===== src/rtl/cpu_isa_pkg.sv =====
// Opcode constants, writeback FSM states and op-class decode shared by the
// CPU pipeline stages.
package cpu_isa_pkg;

  localparam logic [5:0] OP_RTYPE = 6'd0;
  localparam logic [5:0] OP_BEQ   = 6'd10;
  localparam logic [5:0] OP_BNE   = 6'd11;
  localparam logic [5:0] OP_LW    = 6'd12;
  localparam logic [5:0] OP_SW    = 6'd13;
  localparam logic [5:0] OP_ADDI  = 6'd15;
  localparam logic [5:0] OP_J     = 6'd17;

  typedef enum logic [1:0] {
    ST_IDLE,
    ST_WRITE,
    ST_MEM_WAIT
  } wb_state_e;

  typedef enum logic [2:0] {
    CLS_ALU,
    CLS_LOAD,
    CLS_STORE,
    CLS_BRANCH,
    CLS_OTHER
  } op_class_e;

  function automatic op_class_e op_class(input logic [5:0] opcode);
    case (opcode)
      OP_RTYPE, 6'd1, 6'd2, 6'd3, 6'd4, 6'd5,
      6'd6, 6'd7, 6'd8, 6'd9, OP_ADDI:  return CLS_ALU;
      OP_LW:                            return CLS_LOAD;
      OP_SW:                            return CLS_STORE;
      OP_BEQ, OP_BNE, OP_J:             return CLS_BRANCH;
      default:                          return CLS_OTHER;
    endcase
  endfunction

endpackage


===== src/rtl/mem_writeback_stage_if.sv =====
// Retiring-op handshake from the ALU into the memory/writeback stage.
interface mem_writeback_stage_if;
  logic        in_valid;
  logic        in_ready;
  logic [5:0]  in_opcode;
  logic [4:0]  in_rd;
  logic [31:0] in_result;
  logic [31:0] in_store_data;

  modport master (
    output in_valid, in_opcode, in_rd, in_result, in_store_data,
    input  in_ready
  );

  modport slave (
    input  in_valid, in_opcode, in_rd, in_result, in_store_data,
    output in_ready
  );
endinterface


===== src/rtl/mem_writeback_stage_wb_data_ram.sv =====
// Private data RAM: one write port, one registered read port, async clear.
module wb_data_ram #(
  parameter int DEPTH  = 32,
  parameter int ADDR_W = $clog2(DEPTH)
) (
  input  logic              clk,
  input  logic              rst,
  input  logic              we,
  input  logic [ADDR_W-1:0] waddr,
  input  logic [31:0]       wdata,
  input  logic              re,
  input  logic [ADDR_W-1:0] raddr,
  output logic [31:0]       rdata
);

  logic [31:0] mem [DEPTH];

  always_ff @(posedge clk or posedge rst) begin
    if (rst) begin
      for (int i = 0; i < DEPTH; i++) mem[i] <= '0;
    end else if (we) begin
      mem[waddr] <= wdata;
    end
  end

  // Read data holds until the next read, so a load can consume it late.
  always_ff @(posedge clk or posedge rst) begin
    if (rst)     rdata <= '0;
    else if (re) rdata <= mem[raddr];
  end

endmodule


===== src/rtl/mem_writeback_stage.sv =====
// Memory/writeback stage: load/store against the private data RAM, register
// file writeback with read-port bypass, and the handshake FSM.
module mem_writeback_stage
  import cpu_isa_pkg::*;
#(
  parameter int DMEM_DEPTH = 32,
  parameter int MEM_LAT    = 2,
  parameter int DADDR_W    = $clog2(DMEM_DEPTH)
) (
  input  logic                   clk,
  input  logic                   rst,
  mem_writeback_stage_if.slave   alu,
  input  logic [4:0]             rs_addr,
  input  logic [4:0]             rt_addr,
  output logic [31:0]            rs_data,
  output logic [31:0]            rt_data,
  output logic                   wb_valid,
  output logic [4:0]             wb_addr,
  output logic [31:0]            wb_data,
  output logic                   err_addr
);

  localparam int CNT_W = (MEM_LAT > 1) ? $clog2(MEM_LAT) : 1;

  wb_state_e          state_q, state_d;
  op_class_e          cls;
  logic               accept, oor;
  logic [CNT_W-1:0]   cnt_q;
  logic               ld_err_q, err_q;
  logic [4:0]         rd_q;
  logic [31:0]        result_q;
  logic [31:0]        ram_rdata;
  logic [31:0]        regs [32];

  assign cls    = op_class(alu.in_opcode);
  assign accept = alu.in_valid && (state_q == ST_IDLE);
  assign oor    = alu.in_result >= 32'(DMEM_DEPTH);

  wb_data_ram #(.DEPTH(DMEM_DEPTH), .ADDR_W(DADDR_W)) u_ram (
    .clk   (clk),
    .rst   (rst),
    .we    (accept && (cls == CLS_STORE) && !oor),
    .waddr (alu.in_result[DADDR_W-1:0]),
    .wdata (alu.in_store_data),
    .re    (accept && (cls == CLS_LOAD) && !oor),
    .raddr (alu.in_result[DADDR_W-1:0]),
    .rdata (ram_rdata)
  );

  always_ff @(posedge clk or posedge rst) begin
    if (rst) begin
      state_q  <= ST_IDLE;
      cnt_q    <= '0;
      ld_err_q <= 1'b0;
      err_q    <= 1'b0;
    end else begin
      state_q <= state_d;
      err_q   <= accept && ((cls == CLS_LOAD) || (cls == CLS_STORE)) && oor;
      if (accept && (cls == CLS_LOAD)) begin
        cnt_q    <= CNT_W'(MEM_LAT - 1);
        ld_err_q <= oor;
      end else if ((state_q == ST_MEM_WAIT) && (cnt_q != '0)) begin
        cnt_q <= cnt_q - 1'b1;
      end
    end
  end

  // Captured operands are only observed while wb_valid gates them.
  always_ff @(posedge clk) begin
    if (accept) begin
      rd_q     <= alu.in_rd;
      result_q <= alu.in_result;
    end
  end

  always_comb begin
    state_d      = state_q;
    alu.in_ready = 1'b0;
    wb_valid     = 1'b0;
    wb_addr      = '0;
    wb_data      = '0;
    case (state_q)
      ST_IDLE: begin
        alu.in_ready = 1'b1;
        if (alu.in_valid) begin
          if (cls == CLS_ALU)       state_d = ST_WRITE;
          else if (cls == CLS_LOAD) state_d = ST_MEM_WAIT;
        end
      end
      ST_WRITE: begin
        wb_valid = 1'b1;
        wb_addr  = rd_q;
        wb_data  = result_q;
        state_d  = ST_IDLE;
      end
      ST_MEM_WAIT: begin
        if (cnt_q == '0) begin
          wb_valid = 1'b1;
          wb_addr  = rd_q;
          wb_data  = ld_err_q ? 32'd0 : ram_rdata;
          state_d  = ST_IDLE;
        end
      end
      default: state_d = ST_IDLE;
    endcase
  end

  assign err_addr = err_q;

  // r0 is never written, so it keeps its reset image of 1.
  always_ff @(posedge clk or posedge rst) begin
    if (rst) begin
      for (int i = 0; i < 32; i++) regs[i] <= 32'(i + 1);
    end else if (wb_valid && (wb_addr != 5'd0)) begin
      regs[wb_addr] <= wb_data;
    end
  end

  assign rs_data = (wb_valid && (wb_addr != 5'd0) && (wb_addr == rs_addr)) ? wb_data : regs[rs_addr];
  assign rt_data = (wb_valid && (wb_addr != 5'd0) && (wb_addr == rt_addr)) ? wb_data : regs[rt_addr];

endmodule


===== src/flat_wrapper.sv =====
// flat-port wrapper written by rule: the top's interface ports become plain ports
module mem_writeback_stage_flat import cpu_isa_pkg::*;
#(
  parameter int DMEM_DEPTH = 32,
  parameter int MEM_LAT    = 2,
  parameter int DADDR_W    = $clog2(DMEM_DEPTH)
)
  (clk, rst, rs_addr, rt_addr, rs_data, rt_data, wb_valid, wb_addr, wb_data, err_addr, alu_in_valid, alu_in_opcode, alu_in_rd, alu_in_result, alu_in_store_data, alu_in_ready);
  mem_writeback_stage_if alu_i ();
  input  logic clk;
  input  logic rst;
  input  logic [4:0] rs_addr;
  input  logic [4:0] rt_addr;
  output logic [31:0] rs_data;
  output logic [31:0] rt_data;
  output logic wb_valid;
  output logic [4:0] wb_addr;
  output logic [31:0] wb_data;
  output logic err_addr;
  input wire logic [$bits(alu_i.in_valid)-1:0] alu_in_valid;
  input wire logic [$bits(alu_i.in_opcode)-1:0] alu_in_opcode;
  input wire logic [$bits(alu_i.in_rd)-1:0] alu_in_rd;
  input wire logic [$bits(alu_i.in_result)-1:0] alu_in_result;
  input wire logic [$bits(alu_i.in_store_data)-1:0] alu_in_store_data;
  output wire logic [$bits(alu_i.in_ready)-1:0] alu_in_ready;
  assign alu_i.in_valid = alu_in_valid;
  assign alu_i.in_opcode = alu_in_opcode;
  assign alu_i.in_rd = alu_in_rd;
  assign alu_i.in_result = alu_in_result;
  assign alu_i.in_store_data = alu_in_store_data;
  assign alu_in_ready = alu_i.in_ready;
  mem_writeback_stage #(.DMEM_DEPTH(DMEM_DEPTH), .MEM_LAT(MEM_LAT), .DADDR_W(DADDR_W)) u_core (.clk(clk), .rst(rst), .alu(alu_i), .rs_addr(rs_addr), .rt_addr(rt_addr), .rs_data(rs_data), .rt_data(rt_data), .wb_valid(wb_valid), .wb_addr(wb_addr), .wb_data(wb_data), .err_addr(err_addr));
endmodule

===== config.mk =====
export PLATFORM = sky130hd
export DESIGN_NAME = mem_writeback_stage_flat
export DESIGN_NICKNAME = d
export VERILOG_FILES = /design/src/rtl/cpu_isa_pkg.sv /design/src/rtl/mem_writeback_stage_if.sv /design/src/rtl/mem_writeback_stage_wb_data_ram.sv /design/src/rtl/mem_writeback_stage.sv /design/src/flat_wrapper.sv
export SDC_FILE = /design/constraint.sdc
export NUM_CORES = 2
export LEC_CHECK = 0
export CORE_AREA = 2 2 585 587
export DETAILED_ROUTE_END_ITERATION = 10
export DIE_AREA = 0 0 587 589
export PLACE_DENSITY = 0.52
export REMOVE_ABC_BUFFERS = 1
export SETUP_SLACK_MARGIN = 0.2
export SLEW_MARGIN = 20
export SYNTH_ARGS = -nofsm -noshare
export SYNTH_HDL_FRONTEND = slang
export SYNTH_SLANG_ARGS = --single-unit

===== constraint.sdc =====
create_clock -name clk -period 94.1 [get_ports clk]
set_input_delay 28.23 -clock clk [delete_from_list [all_inputs] [get_ports clk]]
set_output_delay 28.23 -clock clk [all_outputs]
set_load 0.02 [all_outputs]

==> flow_summary.ini <==
[detailed_routing]
dr.pass1.iters = 6
wl_met3_um = 20500
drt_iter0_drc = 6224
vias = 68000
route.met2.wl_um = 171000
wl_met1_um = 146000
wl_per_cell_um = 28.3
via_per_inst = 5.48
drt-total-wl_um = 351000
antenna_left = 0
top_layer = met5
drcViolationCount = 0

[sta]
drv_slew = 0
fmax_ghz = 0.0164
setup_tns_ns = 0
hold_viol_final = 0
setup_violations = 0
fin_crit_ns = 60.83
layout_worst_path_cycle_share = 0.646
fin_skew_ns = 0.0636
tightestPinTransition_ns = 1.17
slew-limit-headroom = 0.219
setup_ws_ns = 33.27
grt_setup_unrepaired = no

[setup_path]
path_cells = buf_8 > buf_4 > buf_4 > xnor2_1 > o2111ai_1 > a221o_4 > buf_4 > nand2_1 > o22a_1 > clkdlybuf4s50_1
arrival_ns = 32.60
r2r_slack_ns = 89.88
crit_fanout = 48
startpoint_type = input pin
slowest_stage = clkdlybuf4s50_1
cp_data_required_time_ns = 65.87
reg2reg_depth = 8
r2r_end = u_core.u_ram.mem[460]
worstReg2RegStart = u_core.state_q[1]
crit_family = buffers and inverters
critPathKind = in2out
critPathMaxStageDelay_ns = 0.68
crit_top_cell = buf_4
path_buf_inv = 5
end_kind = output pin

[logic_synthesis]
synth-edff-count = 37
synth_seq_cells = 2122
synth_ff_type = dfrtp_1
synthesis.area_um2 = 102000
async_reset_ff_frac = 0.983
ys_types = 46
yosys_warnings = 0
yosysSeqAreaShare = 0.525
syn_inst = 7877
synth.avg_cell_area_um2 = 12.9

[cells_and_area]
final_area_um2 = 115000
nets = 7767
drive_gt1_frac = 0.314
layout_common_cells = dfrtp_1 (2004), o21ai_0 (1088), nand2_1 (1065)
syn_to_final_growth_pct = 13.5
layout_commonest_cell = dfrtp_1
nFillCells = 33300

[placed_design]
detailedPlace.worstSlack_ns = 33.31
place_area_um2 = 108000
portBuffers = 191
place.gp.congestion = 0.815
dp_hpwl_um = 203000

[outcome]
outcome = complete, no violations

[clocking]
root_buffer = clkbuf_16
numCtsBuffers = 237
clk_path_buf_depth = 4
post_cts_buffers = 0
cts_resized = 0
htree_num_levels = 4
clk_latency_ns = 0.90
cts_hold_buf = 0
cts_tree = built
cts.sinks = 2122
clk_pin_slew_worst_paths_ns = 0.06

[hold_path]
min_to = u_core.regs[992]
hold_path_depth = 0
hp-start = u_core.regs[992]
hold_path_class = reg2reg

[global_routing]
gr-total-overflow = 0
grt_first_pass_wirelength_um = 511000
grt_pass1_vias = 69600
track_usage = 0.200
antenna_found_initial = 33
grt_max_degree = 170

[floorplan]
die-height_um = 589
ios = 192
die_w_um = 587
rows = 214
dieArea_um2 = 346000
initial_core_util = 0.300
core_area_um2 = 339000

[power]
power_density_nw_per_um2 = 18.1
vdd_drop_max_mv = 0.0141
leakagePower_uw = 0.0507

[flow_run]
cap_violations = 0
[synthesized netlist by cell type, drive strengths merged (2+ instances only)]
cell	count	share of area
a211oi	2	0.00015
a21oi	36	0.0018
a221oi	158	0.014
a22o	97	0.0084
a22oi	93	0.0069
a31oi	33	0.0020
and2	11	0.00068
buf	230	0.015
clkbuf	604	0.022
dfrtp	2004	0.49
dfstp	81	0.021
edfxtp	37	0.011
ha	3	0.00037
inv	42	0.0016
mux2	1024	0.11
mux2i	288	0.028
mux4	675	0.15
nand2	1107	0.041
nand2b	6	0.00037
nand3	47	0.0023
nand4	13	0.00080
nor2	80	0.0030
nor2b	13	0.00080
nor3	4	0.00025
nor3b	4	0.00049
nor4	12	0.0013
o2111a	2	0.00022
o2111ai	2	0.00017
o21ai	1088	0.054
o22a	32	0.0028
o22ai	33	0.0020
or2	2	0.00012
xnor2	4	0.00034
xor2	3	0.00026
[cell type report]
class                           count  area (µm²)  share of cell area
Inverter                           42         165             0.00143
Sequential cell                  2122       53400               0.463
Timing Repair Buffer              394        3540              0.0307
Tap cell                         4536        5680              0.0492
Multi-Input combinational cell   4879       44700               0.388
Clock buffer                      342        6770              0.0587
Clock inverter                     80        1000             0.00867
Antenna cell                        7        17.5            0.000152
[kinds of logic (layout without fill, tap and decap cells)]
group,after synthesis,after routing,synth area share
flip-flops,2122,2122,0.525
buffers and inverters,876,858,0.0389
AO/OA/AOI/OAI,1580,1580,0.0919
AND/OR/NAND/NOR,1302,1302,0.0513
XOR/XNOR,7,7,0.000603
adder cells (fa/ha/maj),3,3,0.000369
multiplexers,1987,1987,0.291
other,0,7,0
[through the flow]
step | cells | util | hold slack, ns | total power (µW)
after global placement | 12000 | 0.317 | 0.363 | 1160
after floorplan | 7043 | - | 0.358 | 1050
after global routing | 12400 | 0.340 | 0.382 | 2160
after detailed placement | 12000 | 0.317 | 0.370 | 1160
final | 12400 | 0.340 | 0.385 | 2080
after CTS | 12400 | 0.340 | 0.378 | 2100
[state kept, by name (all words and copies together) (netlist names)]
name                count
u_core.regs          1024
u_core.u_ram.mem     1024
u_core.result_q        32
u_core.u_ram.rdata     32
u_core.rd_q             5
u_core.state_q          2
u_core.cnt_q            1
u_core.err_addr         1
u_core.ld_err_q         1
[worst max path at each step]
| stage | from | endpoint | slack [ns] | cells after the start |
|---|---|---|---|---|
| finish | rt_addr[0] | rt_data[5] | 33.27 | 10 |
| global route | rt_addr[0] | rt_data[31] | 33.16 | 10 |
| CTS | rt_addr[0] | rt_data[5] | 33.29 | 10 |
| global placement | rt_addr[0] | rt_data[5] | 33.32 | 10 |
| detailed placement | rt_addr[0] | rt_data[5] | 33.31 | 10 |
| floorplan | rst | u_core.cnt_q | 7.11 | 1 |
[report_power, final]
part	leakage [µW]	switching [µW]	total (µW)	internal [µW]
combinational	0.0177	136	191	54.7
sequential	0.0292	13.7	948	934
clock	0.00385	387	943	556
[worst register-to-register path, delay by kind of cell, from the launching register on]
kind          cells  cell delay (ns)
flops             1             0.38
simple gates      4             2.36
fa+ha+maj         1             0.28
mux               1             0.35
buf+inv           2             0.68
[metal layers]
layer  vias to the layer above  GRT usage
li1                      28600          -
met1                     36400      0.262
met2                      2336      0.334
met3                       636     0.0318
met4                         8     0.0718
met5                         -          0
(Power assumes the default switching activity.)
